File: config.mk
export PLATFORM = sky130hd
export DESIGN_NAME = div_result_buffer_flat
export DESIGN_NICKNAME = d
export VERILOG_FILES = /design/src/rtl/div_result_buffer_if.sv /design/src/rtl/div_result_buffer.sv /design/src/flat_wrapper.sv
export SDC_FILE = /design/constraint.sdc
export NUM_CORES = 1
export LEC_CHECK = 0
export ABC_CLOCK_PERIOD_IN_PS = 3900
export CAP_MARGIN = 20
export CORE_MARGIN = 4
export CORE_UTILIZATION = 35
export DETAILED_ROUTE_END_ITERATION = 6
export MAX_ROUTING_LAYER = met4
export RECOVER_POWER = 50
export SYNTH_ARGS = -nofsm -noshare
export SYNTH_HDL_FRONTEND = slang
export SYNTH_SLANG_ARGS = --single-unit
File: constraint.sdc
create_clock -name clk -period 3.9 [get_ports clk]
set_input_delay 0.585 -clock clk [delete_from_list [all_inputs] [get_ports clk]]
set_output_delay 0.585 -clock clk [all_outputs]
set_load 0.02 [all_outputs]
File: src/rtl/div_result_buffer_if.sv
// Handshake bundle between the divider/issue logic, the result buffer and the consumer.
//   master: issue side + consumer (drives div_issue, div_valid, div_result, out_ready)
//   slave : the result buffer (drives issue_ok, out_valid, out_data, count, err)
interface div_result_buffer_if #(
  parameter int unsigned DEPTH = 8,
  parameter int unsigned WIDTH = 32
);
  localparam int unsigned CW = $clog2(DEPTH) + 1;

  logic             div_issue;
  logic             div_valid;
  logic [WIDTH-1:0] div_result;
  logic             issue_ok;
  logic             out_valid;
  logic [WIDTH-1:0] out_data;
  logic             out_ready;
  logic [CW-1:0]    count;
  logic             err;

  modport master (
    output div_issue, div_valid, div_result, out_ready,
    input  issue_ok, out_valid, out_data, count, err
  );

  modport slave (
    input  div_issue, div_valid, div_result, out_ready,
    output issue_ok, out_valid, out_data, count, err
  );
endinterface

File: src/rtl/div_result_buffer.sv
// Credit-managed result FIFO behind a divider that cannot be back-pressured.
// Ports:
//   clk   - rising-edge clock
//   reset - asynchronous active-low reset
//   bus   - slave side of div_result_buffer_if (issue credit, divider results,
//           consumer valid/ready, occupancy count, sticky error)
module div_result_buffer #(
  parameter int unsigned DEPTH = 8,
  parameter int unsigned WIDTH = 32
) (
  input  logic             clk,
  input  logic             reset,
  div_result_buffer_if.slave bus
);
  localparam int unsigned AW = $clog2(DEPTH);
  localparam int unsigned CW = AW + 1;
  localparam int unsigned SW = CW + 1;

  logic [AW-1:0]    wr_ptr_q, wr_ptr_d;
  logic [AW-1:0]    rd_ptr_q, rd_ptr_d;
  logic [CW-1:0]    count_q, count_d;
  logic [CW-1:0]    inflight_q, inflight_d;
  logic             err_q, err_d;
  logic             issue_ok_q, issue_ok_d;
  logic             out_valid_q, out_valid_d;
  logic [WIDTH-1:0] mem_q [DEPTH];

  logic             push_c;
  logic             pop_c;
  logic [SW-1:0]    credit_c;

  // Next-state: FIFO bookkeeping, in-flight credit tracking, protocol errors
  always_comb begin
    pop_c       = out_valid_q && bus.out_ready;
    // A full FIFO can still accept a result when the head leaves in the same cycle
    push_c      = bus.div_valid && ((count_q < CW'(DEPTH)) || pop_c);

    wr_ptr_d    = push_c ? wr_ptr_q + AW'(1) : wr_ptr_q;
    rd_ptr_d    = pop_c  ? rd_ptr_q + AW'(1) : rd_ptr_q;
    count_d     = count_q + CW'(push_c) - CW'(pop_c);

    inflight_d  = inflight_q;
    if (bus.div_issue && !bus.div_valid) begin
      if (inflight_q != CW'(DEPTH)) inflight_d = inflight_q + CW'(1);
    end else if (!bus.div_issue && bus.div_valid) begin
      if (inflight_q != CW'(0)) inflight_d = inflight_q - CW'(1);
    end

    err_d       = err_q
                | (bus.div_valid && (count_q == CW'(DEPTH)) && !pop_c)
                | (bus.div_issue && !issue_ok_q)
                | (bus.div_valid && (inflight_q == CW'(0)));

    // issue_ok is precomputed from next state so it is a pure flop output
    credit_c    = SW'(count_d) + SW'(inflight_d);
    issue_ok_d  = credit_c < SW'(DEPTH);
    out_valid_d = count_d != CW'(0);
  end

  // Control state
  always_ff @(posedge clk or negedge reset) begin
    if (!reset) begin
      wr_ptr_q    <= '0;
      rd_ptr_q    <= '0;
      count_q     <= '0;
      inflight_q  <= '0;
      err_q       <= 1'b0;
      issue_ok_q  <= 1'b1;
      out_valid_q <= 1'b0;
    end else begin
      wr_ptr_q    <= wr_ptr_d;
      rd_ptr_q    <= rd_ptr_d;
      count_q     <= count_d;
      inflight_q  <= inflight_d;
      err_q       <= err_d;
      issue_ok_q  <= issue_ok_d;
      out_valid_q <= out_valid_d;
    end
  end

  // Result storage; contents are don't-care until written, so no reset
  always_ff @(posedge clk) begin
    if (push_c) mem_q[wr_ptr_q] <= bus.div_result;
  end

  assign bus.count     = count_q;
  assign bus.out_valid = out_valid_q;
  assign bus.out_data  = mem_q[rd_ptr_q];
  assign bus.issue_ok  = issue_ok_q;
  assign bus.err       = err_q;
endmodule
File: src/flat_wrapper.sv
// flat-port wrapper written by rule: the top's interface ports become plain ports
module div_result_buffer_flat 
#(
  parameter int unsigned DEPTH = 8,
  parameter int unsigned WIDTH = 32
)
  (clk, reset, bus_div_issue, bus_div_valid, bus_div_result, bus_out_ready, bus_issue_ok, bus_out_valid, bus_out_data, bus_count, bus_err);
  div_result_buffer_if #(.DEPTH(DEPTH), .WIDTH(WIDTH)) bus_i ();
  input  logic clk;
  input  logic reset;
  input wire logic [$bits(bus_i.div_issue)-1:0] bus_div_issue;
  input wire logic [$bits(bus_i.div_valid)-1:0] bus_div_valid;
  input wire logic [$bits(bus_i.div_result)-1:0] bus_div_result;
  input wire logic [$bits(bus_i.out_ready)-1:0] bus_out_ready;
  output wire logic [$bits(bus_i.issue_ok)-1:0] bus_issue_ok;
  output wire logic [$bits(bus_i.out_valid)-1:0] bus_out_valid;
  output wire logic [$bits(bus_i.out_data)-1:0] bus_out_data;
  output wire logic [$bits(bus_i.count)-1:0] bus_count;
  output wire logic [$bits(bus_i.err)-1:0] bus_err;
  assign bus_i.div_issue = bus_div_issue;
  assign bus_i.div_valid = bus_div_valid;
  assign bus_i.div_result = bus_div_result;
  assign bus_i.out_ready = bus_out_ready;
  assign bus_issue_ok = bus_i.issue_ok;
  assign bus_out_valid = bus_i.out_valid;
  assign bus_out_data = bus_i.out_data;
  assign bus_count = bus_i.count;
  assign bus_err = bus_i.err;
  div_result_buffer #(.DEPTH(DEPTH), .WIDTH(WIDTH)) u_core (.clk(clk), .reset(reset), .bus(bus_i));
endmodule
Word level (Yosys, flattened, before mapping)
Memories as Yosys holds them, arrays and structs flattened.
Cells that the tools add are included.
- register bits: 17
- bits in writable memories: 256
- input port bits: 37
- output and inout port bits: 39
- logic and storage cells: 44
- memories: 1
- memory list (name ; words ; bits a word ; read ports ; clocked after memory_dff ; wr ports ; line ; source):
    u_core.mem_q ; 8 ; 32 ; 1 ; 0 ; 1 ; div_result_buffer.sv:26 ; logic [WIDTH-1:0] mem_q [DEPTH];
- $add $sub $neg: 7
- order comparisons: 2
- equal/unequal tests: 2
- mux-type cells: 6
- bitwise logic cells: 3
- reduce and logical (&&, ||, !) cells: 16
- operators by type and width (kind ; number):
    $mux 4 ; 4
    $logic_and 1x1->1 ; 8
    $reduce_bool 4->1 ; 2
    $add 3x1->3 const B ; 2
    $add 4x4->5 ; 1
    $lt 5x4->1 const B ; 1
    $add 4x1->4 ; 1
    $add 4x1->4 const B ; 1
    $eq 4x4->1 const B ; 1
    $logic_not 1->1 ; 4
    $logic_not 4->1 ; 1
    $lt 4x4->1 const B ; 1
    $ne 4x4->1 const B ; 1
    $sub 4x1->4 ; 1
    $sub 4x1->4 const B ; 1
    $or 1x1->1 ; 3
    $mux 1 ; 2
    $logic_or 1x1->1 ; 1

Logic depth before layout (Yosys ltp)
- depth after elaboration: 7
- gate-level depth with buffers: 11
- mapped depth without buffers: 11

Least setup slack after synthesis
OpenSTA, ideal clock, no wires.
- path kind: input-to-reg
- from: input port bus_div_valid
- to: memory u_core.mem_q[0][0], enable pin
- library setup time: 0.461 ns
- arrival: 3.368 ns
- setup slack: 0.071 ns
- cell stages on the path: 4
- cell sequence: buf_2 a21boi_2 nand2b_1 nor3_1
- longest elaborated chain between the ends: 3
- RTL lines (element ; line ; source):
    start: declaration ; flat_wrapper.sv:12 ; input wire logic [$bits(bus_i.div_valid)-1:0] bus_div_valid;
    $logic_and 1x1->1 ; div_result_buffer.sv:36 ; push_c = bus.div_valid && ((count_q < CW'(DEPTH)) || pop_c);
    $mux 1 ; div_result_buffer.sv:83 ; if (push_c) mem_q[wr_ptr_q] <= bus.div_result;
    $mux 1 (implied by the code) ; div_result_buffer.sv:83 ;
    end: declaration ; div_result_buffer.sv:26 ;
Every way passes these cells.

Final worst setup path
- from: register u_core.rd_ptr_q[0]
- to: output port bus_out_data[9]
- longest elaborated chain between the ends: 1
- RTL lines (element ; line ; source):
    start: declaration ; div_result_buffer.sv:20 ; logic [AW-1:0] rd_ptr_q, rd_ptr_d;
    start signal: assignment ; div_result_buffer.sv:72 ; rd_ptr_q <= rd_ptr_d;
    $mem_v2 8x32 ; -- ;
    end: declaration ; flat_wrapper.sv:17 ; output wire logic [$bits(bus_i.out_data)-1:0] bus_out_data;
Every way passes these cells.

==> results by group <==
Clocking
  • Post_cts resized: 0
  • Clk sinks: 273
  • Postcts setup bufs: 0
  • Clock root buffer: clkbuf_16
  • Number of hold buffers added after cts: 0
  • Htree depth: 1
  • CTS Buf Count: 28
  • CTS Buffer Depth: 3
  • TritonCTS clock tree: yes
  • Clk_lat worst skew: 530 ps
  • CTS clk-pin slew, worst paths: 60 ps

STA
  • Final Hold Vio Count: 0
  • Setup Viol. Count Final: 0
  • Period utilization: 93.85%
  • Worst slew margin: 32.46%
  • Setup Skew: 13.80 ps
  • Fmax achieved: 273.2 MHz
  • RSZ-0062 raised after global routing: no
  • Worst-Margin Slew: 1013 ps
  • Tmin final: 3660 ps
  • Slew Viols, Final: 0
  • Setup TNS: 0 ps

Synth
  • Compound-Gate Fraction of Synth Area: 1.172%
  • Largest family of logic cells by synthesized area: multiplexers
  • Post-Synth XOR/XNOR Area: 0.7384%
  • Mux cell area share after synthesis: 17.41%
  • Synth cell types: 41
  • Primary FF master, synth: edfxtp_1
  • Post-Syn Nets: 520
  • Number of synthesized flops with an enable pin: 256
  • Simple-Gate Fraction of Synth Area: 1.418%
  • Cells after Synth: 470
  • Mapped Avg Cell Area: 22.71 µm²
  • #FFs+latches synth: 273
  • Syn. warnings: 0
  • Seq/Total Area, Yosys: 76.01%
  • Post-Synth Adder-Cell Area: 1.594%
  • Cell Area, Synth: 10,680 µm²
  • Post-synth ARST share: 6.227%

Power and ir drop
  • Pleak: 4.219 nW
  • Max VDD drop: 0.7811 mV
  • Pwr Density: 774.6 nW/µm²

Detailed routing
  • 1st-iter DRT viols: 299
  • Routed via count: 4,925
  • WL final: 20,950 µm
  • Vias per cell: 4.990
  • Number of remaining DRC errors: 0
  • First-pass iteration count of the detailed router: 4
  • Post-route ant nets: 0
  • Avg WL per Cell: 21.23 µm

Die
  • Core Area: 29,870 µm²
  • Row count: 63
  • Starting Density: 35.73%
  • Full die area: 33,360 µm²
  • Io pins: 76
  • Die X: 182.6 µm
  • Vert. Die Dim: 182.6 µm

Critical path
  • Crit. End Element: primary output
  • CP max FO: 22
  • R2R setup slack: 960 ps
  • FF-to-FF path depth: 8
  • CP Data Required Time: 3310 ps
  • Worst EP arrival: 3080 ps
  • Worst R2R Start: u_core.bus.out_valid
  • Worst r2r dst: u_core.bus.issue_ok
  • CP Class: reg2out
  • Setup crit start kind: flop

Layout
  • Share of cells above drive strength 1: 26.35%
  • Fillers: 2,516
  • Area Overhead vs Synth: 21.64%
  • Finished Layout Cells: 987
  • Layout Nets: 622

Min path
  • Min-delay src: u_core.bus.err
  • WHS Path Cells: 1
  • Hold Path End: u_core.bus.err
  • Hold/Removal Path Class: reg2reg

Flow run
  • Max-cap violations: 0

Placed design
  • DP HPWL: 12,340 µm
  • I/O Buffers: 75
  • Gpl congestion: 0.7881
  • Placed Cells: 932

GRT
  • Global-route wire length before repair: 32,520 µm
  • Grt ovf: 0
  • Initial antenna violation count: 7
  • Largest net degree at the start of global routing: 67
  • Number of global-route vias before repair: 5,487
  • GRT Util Overall: 12.98%

Outcome
  • Outcome: finished clean
==> worst max-delay path: stages, from the launching register on <==
cell and delay (ps):
dfrtp_4 730, buf_4 380, mux4_1 590, mux2_2 280, clkdlybuf4s50_1 540
==> power breakdown <==
| part | leakage (nW) | switching, mW | total (mW) | internal, mW |
|---|---|---|---|---|
| Clock | 0.460 | 1.04 | 2.72 | 1.68 |
| Combinational | 1.25 | 1.54 | 3.28 | 1.74 |
| Sequential | 2.51 | 0.412 | 4.06 | 3.65 |
| Total | 4.22 | 2.99 | 10.1 | 7.07 |
==> cells in the final DEF, fill, tap and decap left out, types with 2 or more instances in the layout <==
cell,Yosys,final
a21oi_1,3,3
a31oi_1,2,2
buf_12,0,5
buf_4,0,12
bufinv_16,0,5
clkbuf_1,10,8
clkbuf_16,0,29
clkdlybuf4s50_1,0,35
clkinv_1,0,5
clkinv_2,0,3
dfrtp_1,16,13
dfrtp_4,0,2
diode_2,0,5
dlygate4sd3_1,0,40
edfxtp_1,256,256
ha_1,12,12
inv_1,10,10
mux2_2,34,34
mux4_1,9,9
mux4_2,55,55
nand2_1,7,7
nand2b_1,3,3
nor2_4,0,6
nor3_1,4,2
nor3_2,0,2
o21ai_0,2,3
xnor2_1,6,6
xor2_1,3,3
==> metal layers <==
layer / wire [µm] / vias up / track usage, %
met5: 0 / - / -
met4: 363 / 0 / 2.612
met3: 1120 / 41 / 2.950
met2: 10690 / 114 / 21.72
met1: 8777 / 2591 / 16.43
li1: - / 2179 / -
==> through the flow <==
| stage | area, µm² | power, mW | utilization (%) | setup slack (ps) | hold WS (ps) |
|---|---|---|---|---|---|
| final | 12990 | 10.06 | 43.46 | 239.9 | 490.4 |
| after global routing | 12990 | 10.57 | 43.46 | 52.92 | 533.0 |
| after CTS | 12980 | 10.25 | 43.45 | 147.3 | 499.7 |
| after detailed placement | 12040 | 7.503 | 40.29 | 460.7 | 471.4 |
| after global placement | 12040 | 7.397 | 40.29 | 621.3 | 475.2 |
| after floorplan | 10680 | 6.160 | - | 70.51 | 289.4 |
==> synthesized netlist by cell type, types with 2 or more instances <==
library cell	instances	area, µm²
nand2_1	7	26.28
mux2_2	34	382.9
clkbuf_1	10	37.54
dfrtp_1	16	400.4
a31oi_1	2	12.51
a21oi_1	3	15.01
buf_8	3	45.04
ha_1	12	150.1
mux4_2	55	1239
edfxtp_1	256	7687
inv_1	10	37.54
nand2b_1	3	18.77
buf_2	4	20.02
nor3_1	4	20.02
buf_6	3	33.78
mux4_1	9	236.5
xor2_1	3	26.28
o21ai_0	2	10.01
xnor2_1	6	52.55
nor2_1	7	26.28
==> cell type report <==
| class | count | area (µm²) | share of cell area (%) |
|---|---|---|---|
| Sequential cell | 273 | 8123 | 62.56 |
| Clock buffer | 36 | 752.0 | 5.791 |
| Clock inverter | 14 | 192.7 | 1.484 |
| Antenna cell | 5 | 12.51 | 0.09636 |
| Tap cell | 390 | 488.0 | 3.758 |
| Timing Repair Buffer | 93 | 944.7 | 7.275 |
| Inverter | 10 | 37.54 | 0.2891 |
| Multi-Input combinational cell | 166 | 2435 | 18.75 |
==> worst max path at each step <==
stage                            start                  end  slack (ps)  depth (start not counted)
CTS                 u_core.rd_ptr_q[0]      bus_out_data[9]         150                          4
detailed placement       bus_out_ready  u_core.bus.issue_ok         460                         11
finish              u_core.rd_ptr_q[0]      bus_out_data[9]         240                          4
global route        u_core.rd_ptr_q[0]      bus_out_data[9]          50                          4
global placement         bus_out_ready  u_core.bus.issue_ok         620                         11
floorplan                bus_div_valid   u_core.mem_q[0][0]          70                          4
==> kinds of logic after synthesis <==
family	after synthesis
XOR/XNOR	9
multiplexers	98
buffers and inverters	31
flip-flops	273
AO/OA/AOI/OAI	17
adder cells (fa/ha/maj)	13
AND/OR/NAND/NOR	29
==> state kept, by name (all words and copies together) (netlist names) <==
| signal | cells |
|---|---|
| u_core.mem_q | 256 |
| u_core.bus.count | 4 |
| u_core.inflight_q | 4 |
| u_core.rd_ptr_q | 3 |
| u_core.wr_ptr_q | 3 |
| u_core.bus.err | 1 |
| u_core.bus.issue_ok | 1 |
| u_core.bus.out_valid | 1 |
Power figures use the tool's default switching activity.
